### src/rtl/cpu_pkg.sv
// Shared fetch-unit types and widths.
package cpu_pkg;

    localparam int unsigned DataW   = 8;
    localparam int unsigned AddrW   = 8;
    localparam int unsigned OpcodeW = 4;

    typedef enum logic [1:0] {
        StFetch1,
        StFetch2,
        StValid,
        StHalted
    } fetch_state_e;

endpackage

### src/rtl/instr_fetch.sv
// Two-byte instruction fetch unit: reads ir1/ir2 from program memory, then holds them
// for the decoder until it requests the next instruction, branches, or halts.
module instr_fetch
    import cpu_pkg::*;
#(
    parameter logic [AddrW-1:0] RESET_PC = 8'h00
) (
    input  logic               clk,
    input  logic               reset,
    output logic               mem_req,
    output logic [AddrW-1:0]   mem_addr,
    input  logic               mem_ack,
    input  logic [DataW-1:0]   mem_rdata,
    input  logic               fetch_next,
    input  logic               pc_load,
    input  logic [AddrW-1:0]   pc_target,
    input  logic               halt,
    output logic               ir_valid,
    output logic [DataW-1:0]   ir1,
    output logic [DataW-1:0]   ir2,
    output logic [OpcodeW-1:0] opcode,
    output logic [AddrW-1:0]   pc,
    output logic               halted
);

    fetch_state_e     state_q, state_d;
    logic [AddrW-1:0] pc_q, pc_d;
    logic [DataW-1:0] ir1_q, ir1_d;
    logic [DataW-1:0] ir2_q, ir2_d;

    always_ff @(posedge clk or negedge reset) begin
        if (!reset) begin
            state_q <= StFetch1;
            pc_q    <= RESET_PC;
            ir1_q   <= '0;
            ir2_q   <= '0;
        end else begin
            state_q <= state_d;
            pc_q    <= pc_d;
            ir1_q   <= ir1_d;
            ir2_q   <= ir2_d;
        end
    end

    always_comb begin
        state_d  = state_q;
        pc_d     = pc_q;
        ir1_d    = ir1_q;
        ir2_d    = ir2_q;
        mem_req  = 1'b0;
        ir_valid = 1'b0;
        halted   = 1'b0;
        unique case (state_q)
            StFetch1: begin
                mem_req = 1'b1;
                if (mem_ack) begin
                    ir1_d   = mem_rdata;
                    pc_d    = pc_q + AddrW'(1);
                    state_d = StFetch2;
                end
            end
            StFetch2: begin
                mem_req = 1'b1;
                if (mem_ack) begin
                    ir2_d   = mem_rdata;
                    pc_d    = pc_q + AddrW'(1);
                    state_d = StValid;
                end
            end
            StValid: begin
                ir_valid = 1'b1;
                // Halt freezes pc and beats any concurrent branch or fetch request.
                if (halt) begin
                    state_d = StHalted;
                end else begin
                    if (pc_load) begin
                        pc_d = pc_target;
                    end
                    if (fetch_next) begin
                        state_d = StFetch1;
                    end
                end
            end
            StHalted: begin
                halted = 1'b1;
            end
            default: begin
                state_d = StFetch1;
            end
        endcase
    end

    assign mem_addr = mem_req ? pc_q : '0;
    assign opcode   = ir1_q[DataW-1 -: OpcodeW];
    assign pc       = pc_q;
    assign ir1      = ir1_q;
    assign ir2      = ir2_q;

endmodule

### config.mk
export PLATFORM = sky130hd
export DESIGN_NAME = instr_fetch
export DESIGN_NICKNAME = d
export VERILOG_FILES = /design/src/rtl/cpu_pkg.sv /design/src/rtl/instr_fetch.sv
export SDC_FILE = /design/constraint.sdc
export NUM_CORES = 1
export LEC_CHECK = 0
export CAP_MARGIN = 20
export CELL_PAD_IN_SITES_DETAIL_PLACEMENT = 2
export CELL_PAD_IN_SITES_GLOBAL_PLACEMENT = 2
export CORE_AREA = 2 2 74 76
export CTS_BUF_LIST = sky130_fd_sc_hd__clkbuf_8
export DETAILED_ROUTE_END_ITERATION = 10
export DIE_AREA = 0 0 76 78
export MAX_ROUTING_LAYER = met4
export PLACE_DENSITY = 0.9
export SKIP_CTS_REPAIR_TIMING = 1
export SLEW_MARGIN = 20
export SYNTH_ARGS = -nofsm -noshare
export SYNTH_HDL_FRONTEND = slang
export SYNTH_SLANG_ARGS = --single-unit
### constraint.sdc
create_clock -name clk -period 4.75 [get_ports clk]
set_input_delay 0.95 -clock clk [delete_from_list [all_inputs] [get_ports clk]]
set_output_delay 0.95 -clock clk [all_outputs]
set_load 0.1 [all_outputs]
-- Word level (Yosys, flattened, before mapping)
Cells that the tools add are included.
- add/subtract/negate cells: 1
- multipliers: 0
- divide/modulo/power cells: 0
- $lt $le $gt $ge: 0
- equality and inequality tests: 9
- shift operators: 0
- mux-type cells: 13
- bitwise operators: 0
- reductions and logical operators: 8
- operators with widths (operator ; count):
    2-to-1 mux 8 bit ; 4
    case mux 8 bit (2 select lines) ; 1
    adder 8 x 1 -> 8 bit, second input constant ; 1
    2-to-1 mux 2 bit ; 4
    inequality test 2 bit, second input constant ; 4
    AND reduction 4 bit ; 2
    case mux 2 bit (3 select lines) ; 1
    equality test 2 bit, second input constant ; 2
    AND reduction 2 bit ; 2
    2-to-1 mux 1 bit ; 3
    inequality test 3 bit, second input constant ; 1
    nonzero test 3 bit ; 1
    equality test 2 x 1 -> 1 bit, second input constant ; 1
    zero test 2 bit ; 1
    inequality test 2 x 1 -> 1 bit, second input constant ; 1
    nonzero test 2 bit ; 1
    OR reduction 2 bit ; 1
- flip-flop bits (word level): 26
- bits in latches: 0
- memory bits (writable): 0
- ROM bits: 0
- logic and storage cells: 35
- memories kept: 0

-- Longest topological paths before layout
Gate-level depths: netlist of run 1.
- depth after elaboration: 4
- gate-level depth with buffers: 7
- depth with buffers taken out: 6

-- Least setup slack after synthesis of run 1
OpenSTA, ideal clock, no wires.
- path kind: register to output
- from: register pc_q[2], in the netlist pc[2]
- to: output mem_addr[2]
- data arrival time: 2.442 ns
- required time: 3.800 ns
- slack: 1.358 ns
- stages on the path, launching flop included: 2
- cell sequence: dfrtp_1 nor2b_1
- cells in the longest elaborated chain, start to end: 1
- RTL lines (element ; line ; text):
    start, declared ; instr_fetch.sv:27 ; logic [AddrW-1:0] pc_q, pc_d;
    start signal, assigned ; instr_fetch.sv:39 ; pc_q <= pc_d;
    2-to-1 mux 8 bit ; instr_fetch.sv:93 ; assign mem_addr = mem_req ? pc_q : '0;
    end, declared ; instr_fetch.sv:11 ; output logic [AddrW-1:0] mem_addr,
No other way between the ends.

-- Final worst setup path of run 1
- from: register state_q[0]
- to: output ir_valid
- cells in the longest elaborated chain, start to end: 2
- RTL lines (element ; line ; text):
    start, declared ; instr_fetch.sv:26 ; fetch_state_e state_q, state_d;
    start signal, assigned ; instr_fetch.sv:33 ; state_q <= StFetch1;
    start signal, assigned ; instr_fetch.sv:38 ; state_q <= state_d;
    equality test 2 bit ; instr_fetch.sv:53 ; unique case (state_q)
    2-to-1 mux 1 bit ; instr_fetch.sv:53 ;
    end, declared ; instr_fetch.sv:18 ; output logic ir_valid,
No other way between the ends.

==> summary.txt, run 1 <==
Outcome: completed
Pins Over Slew Limit: 0
#FFs+latches synth: 26
Port bufs: 60
Commonest cells after routing, fill and taps aside: clkdlybuf4s50_1 (60), dfrtp_1 (26), mux2_2 (17)
CP max FO: 28
TritonCTS clock tree: built
WP data required: 3.80 ns
# IOs: 61
Min-Delay Path Class: flip-flop to flip-flop
Avg Synthesized Cell Area: 10.9 sq um
Worst-path clk slew: 0.09 ns
Post-DP HPWL: 2930 um
Synth area leader: dfrtp_1
Area of the core: 0.00504 sq mm
First-pass GRT wire length: 6220 um
Post-Route WL: 3880 um
Later-pin clock latency in the skew report: 0.28 ns
GRT Overall Usage: 13.9%
Sequential element share of the synthesized area: 48.3%
Nets@finish: 209
Routed Antenna Nets: 0
Fmax: 259 MHz
Root buffer cell: clkbuf_8
Initial core utilization: 26.7%
Mapped Cells: 124
Relative slew slack: 33.2%
Total negative setup slack: 0 ns
CTS Buffer Depth: 2
Crit. End Element: output pin
Min cycle time layout: 3.86 ns
Startpoint class of the critical path: flip-flop
DR pass1 iterations: 3
CP bufs+invs: 2
Vias in the first global route: 1274
FF-to-FF End: pc[7]
Pin count of the biggest net entering global routing: 29
Crit path cell chain: inv_1 -> ha_1 -> clkdlybuf4s50_1
Layout cells sized above 1: 13.3%
Num CTS Buffers: 3
Slowest stage delay, CP: 1.28 ns
Initial antenna violation count: 0
Cell Rows: 26
DR vias/cell: 4.71
RSZ-0062 raised after global routing: no
Diode count: 0
Crit path DAT: 2.91 ns
R2R setup slack: 2.35 ns
Largest cells by area after synthesis: dfrtp_1 (48%), mux2_2 (14%), ha_1 (4.6%), o21ai_0 (4.5%), nor2b_1 (4.2%)
# H-tree levels: 1
Skew final: 0.00153 ns
# setup viols final: 0
Synth warn: 0
CP delay by family, top: buffers and inverters
Filler cells: 541
R2R depth: 5
DRC: 0
Die height: 78 um
Crit path max-delay cell type: clkdlybuf4s50_1
Via count: 1182
Layout area overhead: 51.8%
Final hold violation count: 0
Drt initial violations: 11
Synthesized area: 0.00135 sq mm
Hold Crit Endpoint: ir1[1]
DIE WIDTH: 76 um
RePlAce Congestion: 0.730
Max Cap Viol: 0
Worst R2R Start: state_q[0]
CTS Sinks: 26
Global route overflow: 0
Slew @ Worst Pin: 0.998 ns
Die Footprint: 0.00593 sq mm
Commonest non-fill, non-tap cell in the layout: clkdlybuf4s50_1
WL/cell: 15.5 um
Area share of the largest cell type after synthesis: 48.3%
Startpoint of the worst hold path: ir1[1]
Syn nets: 151
Part of the cycle the worst path needs: 81.2%
Worst hold stages: 1
Crit path kind: flip-flop to output pin
Synth cell types: 29
## worst max path at each step
stage                          start          end  depth (start not counted)
after global routing      state_q[0]     ir_valid                          3
after global placement    state_q[0]     ir_valid                          3
after floorplan                pc[2]  mem_addr[2]                          1
final                     state_q[0]     ir_valid                          3
after CTS                 state_q[0]     ir_valid                          3
after detailed placement  state_q[0]     ir_valid                          3
## cell usage after synthesis, drive strengths merged
cell type and instances:
a221o 1, nor2b 9, mux2 17, a221oi 1
nand3 4, inv 3, buf 5, a31oi 2
o2bb2ai 1, nor3b 1, nor2 7, nand2b 2
a32oi 1, dfrtp 26, or4 1, a21oi 7
nor3 2, mux2i 3, clkbuf 3, nand4 1
and4 1, o21ai 12, a22oi 1, nor4 1
ha 5, nand2 7
## routing by layer
layer	global-route usage [%]	share of wire [%]	up-vias
li1	-	-	550
met1	15.6	43	574
met2	23.0	46	52
met3	4.42	8.7	6
met4	6.00	1.9	0
met5	-	0	-
## cell families (layout without fill, tap and decap cells)
family / count (synthesis) / count (layout) / share of synthesized area, %
buffers and inverters: 11 / 68 / 4.74
AOI/OAI and AO/OA: 26 / 26 / 11.2
and+or+nand+nor: 36 / 36 / 14.7
DFF: 26 / 26 / 48.3
adders and majority gates: 5 / 5 / 4.64
muxes: 20 / 20 / 16.4
## registers in the layout, summed over array words and instances, names as in the netlist
register  flops
ir1           8
ir2           8
pc            8
state_q       2
## layout make-up
cell class,count,area (sq um),share of cell area (%)
Clock buffer,4,55.1,2.69
Sequential cell,26,651,31.8
Multi-Input combinational cell,87,633,30.9
Tap cell,70,87.6,4.28
Timing Repair Buffer,61,608,29.7
Inverter,3,11.3,0.550
## through the flow
stage,worst slack (ns),hold slack (ns),util (%),std cells,cell area (sq um)
2_1_floorplan,1.36,0.581,-,124,1350
3_3_place_gp,1.27,0.486,39.5,247,1990
3_5_place_dp,1.17,0.496,39.5,247,1990
4_1_cts,0.856,0.521,40.6,251,2050
5_1_grt,0.760,0.543,40.6,251,2050
6_report,0.895,0.514,40.6,251,2050
Power of run 1 is left out: the tool's default activity adds up to more than one toggle a clock period on the data nets, which glitch-free logic cannot reach.
==> run 2, diff against run 1 <==
--- a/config.mk
+++ b/config.mk
@@ -8,12 +8,12 @@
 export CAP_MARGIN = 20
 export CELL_PAD_IN_SITES_DETAIL_PLACEMENT = 2
 export CELL_PAD_IN_SITES_GLOBAL_PLACEMENT = 2
-export CORE_AREA = 2 2 74 76
+export CORE_AREA = 2 2 80 82
 export CTS_BUF_LIST = sky130_fd_sc_hd__clkbuf_8
 export DETAILED_ROUTE_END_ITERATION = 10
-export DIE_AREA = 0 0 76 78
+export DIE_AREA = 0 0 82 84
 export MAX_ROUTING_LAYER = met4
-export PLACE_DENSITY = 0.9
+export PLACE_DENSITY = 0.82
 export SKIP_CTS_REPAIR_TIMING = 1
 export SLEW_MARGIN = 20
 export SYNTH_ARGS = -nofsm -noshare
==> constraint.sdc (replaced) <==
create_clock -name clk -period 3.5 [get_ports clk]
set_input_delay 0.7 -clock clk [delete_from_list [all_inputs] [get_ports clk]]
set_output_delay 0.7 -clock clk [all_outputs]
set_load 0.1 [all_outputs]
==> run 2 against run 1 <==
Against the previous run:
- count of clock-buffer cells in the layout is 1 lower
- clock skew is 0.0030 ns higher
- register-to-register slack got worse by 1.2 ns
- final cell count grew 2.8%
- first-iteration DRC count grew to 2.5 times the previous value
- critical path depth is the same
- worst setup slack worse by 0.11 ns
- flip-flop and latch count did not move
- via count down 0.42%
- critical path type unchanged
==> summary.txt, run 2 (synthesized netlist as in run 1, its figures left out) <==
Commonest cells after routing, fill and taps aside: clkdlybuf4s50_1 (44), dfrtp_1 (26), mux2_2 (17), buf_4 (17), o21ai_0 (12) (was clkdlybuf4s50_1 (60), dfrtp_1 (26), mux2_2 (17))
Layout area overhead: 50.7% (was 51.8%)
DIE WIDTH: 82 um (was 76 um)
TritonCTS clock tree: built (unchanged)
Initial core utilization: 22.1% (was 26.7%)
Levels on crit path: 3 (unchanged)
FF-to-FF End: pc[7] (unchanged)
DR vias/cell: 4.56 (was 4.71)
Crit path kind: flip-flop to output pin (unchanged)
WL/cell: 14.2 um (was 15.5 um)
GRT Overall Usage: 11.5% (was 13.9%)
Vias in the first global route: 1245 (was 1274)
Die Footprint: 0.00689 sq mm (was 0.00593 sq mm)
Post-Route WL: 3660 um (was 3880 um)
R2R setup slack: 1.15 ns (was 2.35 ns)
# setup viols final: 0 (unchanged)
Part of the cycle the worst path needs: 77.5%
Relative slew slack: 33.7% (was 33.2%)
Final hold violation count: 0 (unchanged)
Root buffer cell: clkbuf_8 (unchanged)
Crit path max-delay cell type: ha_1 (was clkdlybuf4s50_1)
Routed Antenna Nets: 0 (unchanged)
RePlAce Congestion: 0.720 (was 0.730)
Max Cap Viol: 0 (unchanged)
Via count: 1177 (was 1182)
Crit path launch: state_q[0] (unchanged)
Drt initial violations: 28 (was 11)
CP max FO: 28 (unchanged)
CTS Buffer Depth: 2 (unchanged)
Slowest stage delay, CP: 0.76 ns (was 1.28 ns)
Area of the core: 0.00610 sq mm (was 0.00504 sq mm)
CTS Sinks: 26 (unchanged)
Worst Setup EP: ir_valid (unchanged)
Slew @ Worst Pin: 0.992 ns (was 0.998 ns)
Commonest non-fill, non-tap cell in the layout: clkdlybuf4s50_1 (unchanged)
Post-DP HPWL: 2770 um (was 2930 um)
# H-tree levels: 1 (unchanged)
# IOs: 61 (unchanged)
Crit path cell chain: inv_1 -> ha_1 -> buf_4 (was inv_1 -> ha_1 -> clkdlybuf4s50_1)
Crit path DAT: 2.01 ns (was 2.91 ns)
Pins Over Slew Limit: 0 (unchanged)
Pin count of the biggest net entering global routing: 29 (unchanged)
Global route overflow: 0 (unchanged)
Die height: 84 um (was 78 um)
Port bufs: 60 (unchanged)
Worst R2R Start: state_q[0] (unchanged)
Outcome: completed (unchanged)
Fmax: 368 MHz
Diode count: 0 (unchanged)
First-pass GRT wire length: 6010 um (was 6220 um)
Num CTS Buffers: 3 (unchanged)
Layout cells sized above 1: 22.1% (was 13.3%)
Min cycle time layout: 2.71 ns
Total negative setup slack: 0 ns (unchanged)
Crit. End Element: output pin (unchanged)
RSZ-0062 raised after global routing: no (unchanged)
CP bufs+invs: 2 (unchanged)
Nets@finish: 209 (unchanged)
Worst-path clk slew: 0.10 ns (was 0.09 ns)
Min-Delay Path Class: flip-flop to flip-flop (unchanged)
DR pass1 iterations: 4 (was 3)
Later-pin clock latency in the skew report: 0.27 ns (was 0.28 ns)
Cell Rows: 29 (was 26)
Startpoint class of the critical path: flip-flop (unchanged)
Initial antenna violation count: 0 (unchanged)
R2R depth: 5 (unchanged)
DRC: 0 (unchanged)
WP data required: 2.80 ns (was 3.80 ns)
CP delay by family, top: adder cells (was buffers and inverters)
Skew final: 0.00450 ns (was 0.00153 ns)
run 2: changes by cell type in the layout (fill, tap and decap cells not counted), sizes merged:
cell	before	now
buf	1	17
clkdlybuf4s50	60	44
bufinv	0	1
clkbuf	4	3
run 2: area by class of cell:
cell class,instances,area [sq um]
Sequential cell,26,651
Timing Repair Buffer,61,568
Clock buffer,3,41.3
Inverter,3,11.3
Clock inverter,1,30.0
Multi-Input combinational cell,87,633
Tap cell,77,96.3
Fill cell,684,4070
run 2: how the worst min path moves through the flow:
stage / from / end / cells after the start
floorplan: reset / ir1[0] / 0
global placement: ir2[0] / ir2[0] / 1
detailed placement: ir2[0] / ir2[0] / 1
CTS: ir1[1] / ir1[1] / 1
global route: ir1[0] / ir1[0] / 1
finish: ir1[1] / ir1[1] / 1
run 2: per-stage QoR:
stage          cell area [sq um]  worst slack, ns  util (%)  instances  hold WS [ns]
2_1_floorplan               1350            0.358         -        124         0.404
3_3_place_gp                1960             1.06      32.1        254         0.488
3_5_place_dp                1960             1.02      32.1        254         0.496
4_1_cts                     2030            0.741      33.3        258         0.517
5_1_grt                     2030            0.623      33.3        258         0.527
6_report                    2030            0.786      33.3        258         0.512
run 2: layer usage:
| layer | track usage [%] | part of all wire [%] | up-vias | wire length [um] |
|---|---|---|---|---|
| li1 | - | - | 551 | - |
| met1 | 14.7 | 45 | 579 | 1630 |
| met2 | 17.7 | 45 | 45 | 1650 |
| met3 | 4.11 | 9.8 | 2 | 359 |
| met4 | 2.27 | 0.41 | 0 | 15 |
| met5 | - | 0 | - | 0 |
Power of run 2 is left out for the same reason.
